## src/rtl/uart_rx_ext.sv

```systemverilog
// uart_rx_ext: oversampled UART receiver (5-9 data bits, 1/2 stop bits, break detect, FWFT FIFO).
// Define UART_RX_PARITY_EN to build runtime even/odd parity support.
module uart_rx_ext #(
    parameter int CLK_FREQ   = 100_000_000,
    parameter int BAUD_RATE  = 9600,
    parameter int DATA_BITS  = 8,
    parameter int OVERSAMPLE = 16,
    parameter int FIFO_DEPTH = 4
) (
    input  logic                            clk,
    input  logic                            rst,
    input  logic                            rx_en,
    input  logic                            rx_serial,
    input  logic [1:0]                      parity_mode,
    input  logic                            stop_bits,
    input  logic                            rd_en,
    input  logic                            err_clr,
    output logic [DATA_BITS-1:0]            rx_data,
    output logic                            rx_perr,
    output logic                            rx_ferr,
    output logic                            rx_valid,
    output logic [$clog2(FIFO_DEPTH+1)-1:0] fifo_count,
    output logic                            rx_busy,
    output logic                            overrun,
    output logic                            break_det
);
    localparam int DIV   = CLK_FREQ / (BAUD_RATE * OVERSAMPLE);
    localparam int DIV_W = (DIV > 1) ? $clog2(DIV) : 1;
    localparam int SW    = $clog2(OVERSAMPLE);
    localparam int M     = OVERSAMPLE / 2;
    localparam int BW    = $clog2(DATA_BITS);
    localparam int AW    = $clog2(FIFO_DEPTH);
    localparam int CW    = $clog2(FIFO_DEPTH + 1);
    localparam int EW    = DATA_BITS + 2;

    typedef enum logic [2:0] {S_IDLE, S_START, S_DATA, S_PARITY, S_STOP, S_BRK_WAIT} state_t;

    state_t               state_q, state_d;
    logic                 sync1_q, sync2_q, sync3_q;
    logic                 rx_s, fall, start_go;
    logic [DIV_W-1:0]     div_cnt_q;
    logic [SW-1:0]        samp_cnt_q;
    logic [1:0]           vote_q;
    logic                 tick, decide, bit_val;
    logic [BW-1:0]        bit_cnt_q, bit_cnt_d;
    logic [DATA_BITS-1:0] shift_q, shift_d;
    logic                 stop_idx_q, stop_idx_d;
    logic                 two_stop_q, two_stop_d;
    logic                 push, push_ferr, break_set, brk_zero;
    logic [EW-1:0]        push_word;

    // NOTE: sequential state uses non-blocking assignments so every flop sees pre-edge values.
    always_ff @(posedge clk) begin
        if (rst) begin
            sync1_q <= 1'b1;
            sync2_q <= 1'b1;
            sync3_q <= 1'b1;
        end else begin
            sync1_q <= rx_serial;
            sync2_q <= sync1_q;
            sync3_q <= sync2_q;
        end
    end

    assign rx_s     = sync2_q;
    assign fall     = sync3_q & ~sync2_q;
    assign start_go = (state_q == S_IDLE) && rx_en && fall;

    // Tick k of a bit (1-based) arrives while samp_cnt_q == k-1; samples at ticks M-1, M, M+1.
    assign tick    = (div_cnt_q == DIV_W'(DIV - 1));
    assign decide  = tick && (samp_cnt_q == SW'(M));
    assign bit_val = (vote_q[0] & vote_q[1]) | (vote_q[0] & rx_s) | (vote_q[1] & rx_s);

    always_ff @(posedge clk) begin
        if (rst) begin
            div_cnt_q  <= '0;
            samp_cnt_q <= '0;
            vote_q     <= 2'b11;
        end else if (start_go) begin
            div_cnt_q  <= '0;
            samp_cnt_q <= '0;
        end else if (tick) begin
            div_cnt_q  <= '0;
            samp_cnt_q <= (samp_cnt_q == SW'(OVERSAMPLE - 1)) ? '0 : samp_cnt_q + 1'b1;
            if (samp_cnt_q == SW'(M - 2)) vote_q[0] <= rx_s;
            if (samp_cnt_q == SW'(M - 1)) vote_q[1] <= rx_s;
        end else begin
            div_cnt_q <= div_cnt_q + 1'b1;
        end
    end

`ifdef UART_RX_PARITY_EN
    logic par_en_q, par_en_d, par_odd_q, par_odd_d, par_bit_q, par_bit_d, perr_q, perr_d;

    always_ff @(posedge clk) begin
        if (rst) begin
            par_en_q  <= 1'b0;
            par_odd_q <= 1'b0;
            par_bit_q <= 1'b0;
            perr_q    <= 1'b0;
        end else begin
            par_en_q  <= par_en_d;
            par_odd_q <= par_odd_d;
            par_bit_q <= par_bit_d;
            perr_q    <= perr_d;
        end
    end

    assign brk_zero  = (shift_q == '0) && !(par_en_q && par_bit_q);
    assign push_word = {push_ferr, perr_q, shift_q};
`else
    logic unused_parity_mode;
    assign unused_parity_mode = ^parity_mode;
    assign brk_zero  = (shift_q == '0);
    assign push_word = {push_ferr, 1'b0, shift_q};
`endif

    always_ff @(posedge clk) begin
        if (rst) begin
            state_q    <= S_IDLE;
            bit_cnt_q  <= '0;
            shift_q    <= '0;
            stop_idx_q <= 1'b0;
            two_stop_q <= 1'b0;
        end else begin
            state_q    <= state_d;
            bit_cnt_q  <= bit_cnt_d;
            shift_q    <= shift_d;
            stop_idx_q <= stop_idx_d;
            two_stop_q <= two_stop_d;
        end
    end

    always_comb begin
        // NOTE: defaults first so no branch leaves a signal unassigned and infers a latch.
        state_d    = state_q;
        bit_cnt_d  = bit_cnt_q;
        shift_d    = shift_q;
        stop_idx_d = stop_idx_q;
        two_stop_d = two_stop_q;
`ifdef UART_RX_PARITY_EN
        par_en_d   = par_en_q;
        par_odd_d  = par_odd_q;
        par_bit_d  = par_bit_q;
        perr_d     = perr_q;
`endif
        push       = 1'b0;
        push_ferr  = 1'b0;
        break_set  = 1'b0;
        case (state_q)
            S_IDLE: begin
                if (start_go) begin
                    state_d    = S_START;
                    bit_cnt_d  = '0;
                    stop_idx_d = 1'b0;
                    two_stop_d = stop_bits;
`ifdef UART_RX_PARITY_EN
                    par_en_d   = (parity_mode == 2'b01) || (parity_mode == 2'b10);
                    par_odd_d  = (parity_mode == 2'b10);
                    par_bit_d  = 1'b0;
                    perr_d     = 1'b0;
`endif
                end
            end
            S_START: begin
                if (decide) state_d = bit_val ? S_IDLE : S_DATA;
            end
            S_DATA: begin
                if (decide) begin
                    shift_d = {bit_val, shift_q[DATA_BITS-1:1]};
                    if (bit_cnt_q == BW'(DATA_BITS - 1)) begin
`ifdef UART_RX_PARITY_EN
                        state_d = par_en_q ? S_PARITY : S_STOP;
`else
                        state_d = S_STOP;
`endif
                    end else begin
                        bit_cnt_d = bit_cnt_q + 1'b1;
                    end
                end
            end
`ifdef UART_RX_PARITY_EN
            S_PARITY: begin
                if (decide) begin
                    par_bit_d = bit_val;
                    perr_d    = (^shift_q) ^ bit_val ^ par_odd_q;
                    state_d   = S_STOP;
                end
            end
`endif
            S_STOP: begin
                if (decide) begin
                    if (!bit_val) begin
                        if (!stop_idx_q && brk_zero) begin
                            break_set = 1'b1;
                            state_d   = S_BRK_WAIT;
                        end else begin
                            push      = 1'b1;
                            push_ferr = 1'b1;
                            state_d   = S_IDLE;
                        end
                    end else if (!stop_idx_q && two_stop_q) begin
                        stop_idx_d = 1'b1;
                    end else begin
                        push    = 1'b1;
                        state_d = S_IDLE;
                    end
                end
            end
            S_BRK_WAIT: begin
                if (rx_s) state_d = S_IDLE;
            end
            default: state_d = S_IDLE;
        endcase
        // Dropping the enable abandons the frame without touching FIFO or flags.
        if (!rx_en && state_q != S_IDLE) begin
            state_d   = S_IDLE;
            push      = 1'b0;
            push_ferr = 1'b0;
            break_set = 1'b0;
        end
    end

    logic [EW-1:0] mem_q [FIFO_DEPTH];
    logic [AW-1:0] wr_ptr_q, rd_ptr_q;
    logic [CW-1:0] count_q;
    logic          full, empty, do_push, do_pop, overrun_set;
    logic          overrun_q, break_q;
    logic [EW-1:0] head;

    assign full        = (count_q == CW'(FIFO_DEPTH));
    assign empty       = (count_q == '0);
    assign do_pop      = rd_en & ~empty;
    assign do_push     = push & (~full | do_pop);
    assign overrun_set = push & full & ~do_pop;

    // NOTE: storage has no reset; the head is masked while empty so stale entries never leak out.
    always_ff @(posedge clk) begin
        if (do_push) mem_q[wr_ptr_q] <= push_word;
    end

    always_ff @(posedge clk) begin
        if (rst) begin
            wr_ptr_q  <= '0;
            rd_ptr_q  <= '0;
            count_q   <= '0;
            overrun_q <= 1'b0;
            break_q   <= 1'b0;
        end else begin
            if (do_push) wr_ptr_q <= wr_ptr_q + 1'b1;
            if (do_pop)  rd_ptr_q <= rd_ptr_q + 1'b1;
            case ({do_push, do_pop})
                2'b10:   count_q <= count_q + 1'b1;
                2'b01:   count_q <= count_q - 1'b1;
                default: count_q <= count_q;
            endcase
            overrun_q <= overrun_set | (overrun_q & ~err_clr);
            break_q   <= break_set | (break_q & ~err_clr);
        end
    end

    assign head       = empty ? '0 : mem_q[rd_ptr_q];
    assign rx_data    = head[DATA_BITS-1:0];
    assign rx_ferr    = head[EW-1];
    assign rx_valid   = ~empty;
    assign fifo_count = count_q;
    assign rx_busy    = (state_q != S_IDLE);
    assign overrun    = overrun_q;
    assign break_det  = break_q;
`ifdef UART_RX_PARITY_EN
    assign rx_perr = head[DATA_BITS];
`else
    logic unused_head_perr;
    assign unused_head_perr = head[DATA_BITS];
    assign rx_perr = 1'b0;
`endif
endmodule

```

## config.mk

```make
export PLATFORM = sky130hd
export DESIGN_NAME = uart_rx_ext
export DESIGN_NICKNAME = d
export VERILOG_FILES = /design/src/rtl/uart_rx_ext.sv
export SDC_FILE = /design/constraint.sdc
export NUM_CORES = 1
export LEC_CHECK = 0
export CAP_MARGIN = 5
export CORE_MARGIN = 3
export CORE_UTILIZATION = 45
export DETAILED_ROUTE_END_ITERATION = 7
export PLACE_DENSITY = 0.7
export SLEW_MARGIN = 20
export SYNTH_ARGS = -nofsm -noshare
export SYNTH_HDL_FRONTEND = slang
export SYNTH_SLANG_ARGS = --single-unit
```

## constraint.sdc

```tcl
create_clock -name clk -period 3 [get_ports clk]
set_clock_uncertainty 0.1 [all_clocks]
set_input_delay 0.6 -clock clk [delete_from_list [all_inputs] [get_ports clk]]
set_output_delay 0.6 -clock clk [all_outputs]
set_load 0.02 [all_outputs]
```

Yosys cells after proc, flatten, opt, wreduce, memory -nomap -nowiden
Memory sizes are Yosys's and may differ from the RTL's. A register that Yosys moved wholly into a read port is not among the register bits.
Index checks and enable logic that the tools add are counted.
{"block": "op_classes", "eq_ne": 23, "n_reduce_logical": 25, "mux": 42, "add_sub_neg": 7, "n_bitwise": 21}
{"op": "3-bit two-way mux", "n": 12}
{"op": "1-bit two-way mux", "n": 21}
{"op": "2-bit inequality test (second input constant)", "n": 9}
{"op": "3-bit one-hot mux with 5 select lines", "n": 1}
{"op": "3-bit equality test (second input constant)", "n": 4}
{"op": "3-bit one-hot mux with 2 select lines", "n": 2}
{"op": "10-bit by 1-bit adder with 10-bit output (second input constant)", "n": 1}
{"op": "1-bit AND", "n": 10}
{"op": "10-bit equality test (second input constant)", "n": 1}
{"op": "10-bit two-way mux", "n": 1}
{"op": "4-bit by 3-bit equality test with 1-bit output (second input constant)", "n": 2}
{"op": "4-bit equality test (second input constant)", "n": 2}
{"op": "8-bit logical NOT", "n": 1}
{"op": "7-bit AND reduction", "n": 1}
{"op": "3-bit by 1-bit adder with 3-bit output (second input constant)", "n": 2}
{"op": "1-bit logical AND", "n": 6}
{"op": "3-bit logical NOT", "n": 2}
{"op": "2-bit two-way mux", "n": 3}
{"op": "1-bit NOT", "n": 6}
{"op": "3-bit AND reduction", "n": 2}
{"op": "2-bit nonzero test", "n": 3}
{"op": "1-bit OR", "n": 5}
{"op": "5-bit AND reduction", "n": 1}
{"op": "2-bit by 1-bit adder with 2-bit output (second input constant)", "n": 2}
{"op": "other kinds (15)", "n": 18}
{"block": "word_totals", "ram_bits": 36, "wordCells": 136, "output_inout_bits": 17, "in_bits": 9, "regBits": 44, "n_memories": 1}
{"name": "mem_q", "depth": 4, "width": 9, "read_ports": 1, "rd_ports_with_merged_regs": 1, "wr": 1, "line_no": "224", "source": "logic [EW-1:0] mem_q [FIFO_DEPTH];"}

Depth between registers and ports, before layout
{"block": "logic_depth", "word_depth": 10, "ltp_mapped": 13, "mapped_depth_nobuf": 12}

Worst setup path after synthesis
No wires, ideal clock.
{"block": "synth_path", "path_type": "register -> register", "startpoint": "register shift_q[1]", "endpoint": "register count_q[2], in the netlist fifo_count[2]", "required_ps": 2829, "path_slack_ps": -13, "setup_time_ps": 71, "arrival_ps": 2843, "path_stages_with_launch": 12, "period_less_slack_ps": 3013, "cell_sequence": "dfxtp_1 -> or4_1 -> or4_4 -> nor4bb_1 -> buf_2 -> inv_1 -> ha_1 -> inv_1 -> fa_1 -> xor2_1 -> or3_1 -> a21oi_1"}
{"block": "synth_via", "elab_chain_cells": 10}
{"element": "start, declared", "line_no": "46", "source": "logic [DATA_BITS-1:0] shift_q, shift_d;"}
{"element": "start signal, assigned", "line_no": "128", "source": "shift_q <= shift_d;"}
{"element": "8-bit logical NOT *", "line_no": "114", "source": "assign brk_zero = (shift_q == '0);"}
{"element": "1-bit logical AND *", "line_no": "194", "source": "if (!stop_idx_q && brk_zero) begin"}
{"element": "1-bit two-way mux *", "line_no": "194"}
{"element": "1-bit two-way mux *", "line_no": "193", "source": "if (!bit_val) begin"}
{"element": "1-bit two-way mux *", "line_no": "192", "source": "if (decide) begin"}
{"element": "1-bit two-way mux *", "line_no": "150", "source": "case (state_q)"}
{"element": "1-bit two-way mux *", "line_no": "216", "source": "if (!rx_en && state_q != S_IDLE) begin"}
{"element": "1-bit AND *", "line_no": "234", "source": "assign do_push = push & (~full | do_pop);"}
{"element": "2-bit by 1-bit equality test with 1-bit output / 2-bit equality test (equally long branches)", "line_no": "252", "source": "case ({do_push, do_pop})"}
{"element": "3-bit one-hot mux with 2 select lines / 2-bit nonzero test (equally long branches)"}
{"element": "end signal, assigned", "line_no": "253", "source": "2'b10: count_q <= count_q + 1'b1;"}
{"element": "end signal, assigned", "line_no": "254", "source": "2'b01: count_q <= count_q - 1'b1;"}
{"element": "end signal, assigned", "line_no": "255", "source": "default: count_q <= count_q;"}
{"element": "end, declared", "line_no": "226", "source": "logic [CW-1:0] count_q;"}
Mark *: on every way between the ends. The rest lies on a longest branch, timed or not.
A chain may end at the register's enable or synchronous reset.

Final worst setup path
{"block": "layout_path", "startpoint": "register shift_q[4]", "endpoint": "register count_q[2], in the netlist fifo_count[2]"}
The elaborated chain is that of the path after synthesis.

==> key figures <==
Run status
  • Status: finished clean

STA
  • Min cycle time layout: 2.95 ns
  • Slew HR: 50.0%
  • Worst-Margin Slew: 0.743 ns
  • Fmax: 0.339 GHz
  • Period utilization: 98.4%
  • Worst setup margin: 0.0466 ns
  • Final setup violation count: 0
  • Slew Viols, Final: 0
  • Fin. Hold Viols: 0

Finish
  • ANT cells: 0
  • Nets: 370
  • Register area: 0.00200 sq mm
  • Final-layout fill cell count: 619
  • Share of cells above drive strength 1: 17.6%
  • Final Instance Count excl. Fillers: 452
  • Multi-input logic area: 0.00147 sq mm
  • Final Cell Area: 0.00423 sq mm
  • Synthesis-to-layout area growth: 18.6%

Clock tree
  • Clock sink total: 82
  • Num CTS Buffers: 9
  • Clock Path Buffers: 2
  • Clk slew on worst S/H paths: 0.08 ns
  • Clock Latency Late Sink: 0.35 ns
  • CTS H-Tree Depth: 3
  • CTS tree: done
  • Clk root buf: clkbuf_8

Global route
  • Vias in the first global route: 2253
  • Antenna violations before repair: 0
  • Met3 GRT Util: 3.11%
  • Pin count of the biggest net entering global routing: 26
  • Gr ovfl total: 0
  • Busiest grt layer: met2
  • GRT Overall Usage: 15.3%
  • GRT met1 Usage: 19.4%
  • Met2 usage: 25.5%
  • Global-route wire length before repair: 10600 microns

Detailed routing
  • Residual DRC count: 0
  • Antenna viol nets, final: 0
  • Drt first-iter violations: 120
  • Drt first pass iters: 5
  • DR WL/cell: 14.1 microns
  • Final WL: 6380 microns
  • Vias post-DR: 2346
  • Vias/cell: 5.19

Yosys
  • Sequential share of the synthesized area: 56.2%
  • Seq cells post-synth: 82
  • Post-synth EDFFs: 36
  • Top post-synthesis cells by count: dfxtp_1, nor2_1, edfxtp_1, inv_1, and2_1
  • Yosys cell types: 45
  • Post-synth top flop: dfxtp_1
  • Synthesized area: 0.00356 sq mm
  • Gate Count Post-Synth: 306
  • Synth async-reset ratio: 0%
  • Avg Cell Area, Syn: 11.6 sq um
  • YS warnings: 0
  • Most numerous cell in the Yosys netlist: dfxtp_1
  • Synth area leaders: edfxtp_1, dfxtp_1, mux4_2
  • Yosys top cell by area: edfxtp_1
  • Yosys top cell area share: 30.3%
  • Syn nets: 328

Placement
  • Port bufs: 22
  • Routability Congestion: 0.839
  • Pre-CTS WS: -0.175 ns
  • Placed insts: 435
  • Hpwl dp: 4310 microns
  • Placed Area: 0.00401 sq mm

Worst setup path
  • CP Data Arrival Time: 3.13 ns
  • R2R setup slack: 0.05 ns
  • Worst setup EP type: flop
  • CP startpoint kind: flop
  • Crit Path Class: flop to flop
  • Worst Path Max Fanout: 3
  • CP required: 3.17 ns

Power
  • Static Leak: 1.58 nW
  • Maximum VDD drop: 0.319 mV
  • Power per cell area: 504 mW/mm^2
  • Power Total: 2.13 mW

Hold path
  • Worst hold path type: flop to flop

Floorplan
  • Io pins: 26
  • Initial core utilization: 47.8%
  • Std-Cell Rows: 31
  • Chip Width: 95.0 microns
  • Die height: 95.0 microns
  • Full die area: 0.00902 sq mm
  • Core Area: 0.00745 sq mm

Flow run
  • Max_cap viols: 0
what timing repair did:
| item | 4_1_cts | 5_1_grt |
|---|---|---|
| resized for setup | 0 | 6 |
| setup buffers | 0 | 1 |
| endpoints found under the setup margin | 0 | 1 |
| hold buffers | 0 | 0 |
placed cells by master (no fill, tap or decap), types with 9 or more instances in the layout:
master / n
and2_1: 14
edfxtp_1: 36
buf_4: 22
clkdlybuf4s50_1: 22
dfxtp_1: 45
a21oi_1: 11
clkbuf_8: 9
ha_1: 11
mux2i_1: 12
nand2_1: 13
nor2_1: 38
inv_1: 18
mux4_2: 9
worst max-delay path, stage by stage, from the launching register on:
cell      delay, ns
dfxtp_2        0.32
or4_4          0.53
or4_4          0.51
nor4bb_4       0.19
inv_1          0.07
ha_2           0.17
inv_1          0.05
fa_2           0.33
xor2_1         0.16
or3_1          0.31
a21oi_1        0.14
flip-flops by register name, summed over array words and instances, names as in the netlist, named ones only:
name	count
mem_q	36
div_cnt_q	10
shift_q	8
samp_cnt_q	4
bit_cnt_q	3
fifo_count	3
state_q	3
rd_ptr_q	2
vote_q	2
wr_ptr_q	2
break_det	1
overrun	1
rx_s	1
stop_idx_q	1
sync1_q	1
sync3_q	1
two_stop_q	1
worst paths after layout:
path	startpoint	endpoint	cells after the start
hold reg to reg	sync1_q	rx_s	1
setup / recovery	shift_q[4]	fifo_count[2]	10
hold / removal	sync1_q	rx_s	1
setup reg to reg	shift_q[4]	fifo_count[2]	10
per-layer routing:
metal	up-vias	share of wire, %
li1	1172	-
met1	1136	46
met2	32	50
met3	6	2.3
met4	0	1.2
met5	-	0
cell type report:
| class | count | area share [%] |
|---|---|---|
| sequential | 82 | 47.4 |
| multi-input combinational | 193 | 34.7 |
| timing repair buffer | 44 | 9.12 |
| clock buffer | 9 | 2.93 |
| tap | 99 | 2.93 |
| inverter | 18 | 1.60 |
| clock inverter | 7 | 1.30 |
where the power goes:
part	switching [mW]	internal, mW	leakage [nW]	total, mW
Clock	0.412	0.306	0.0858	0.718
Combinational	0.118	0.0936	0.799	0.211
Sequential	0.0298	1.17	0.696	1.20
Total	0.559	1.57	1.58	2.13
cells by family after synthesis:
family	count (synthesis)	share of synthesized area, %
simple gates	113	17.5
flops	82	56.2
buf+inv	31	3.41
compound gates	29	4.99
mux	21	9.06
xor+xnor	15	3.69
fa+ha+maj	14	5.06
other cells	1	0.105
through the flow:
| stage | hold slack [ns] | util (%) | TNS [ns] |
|---|---|---|---|
| after floorplan | 0.289 | - | 0 |
| after global placement | 0.293 | 53.9 | -0.124 |
| after detailed placement | 0.310 | 53.9 | -0.175 |
| after CTS | 0.333 | 56.3 | 0 |
| after global routing | 0.340 | 56.8 | -0.0149 |
| final | 0.327 | 56.8 | 0 |
Power figures use the tool's default switching activity.
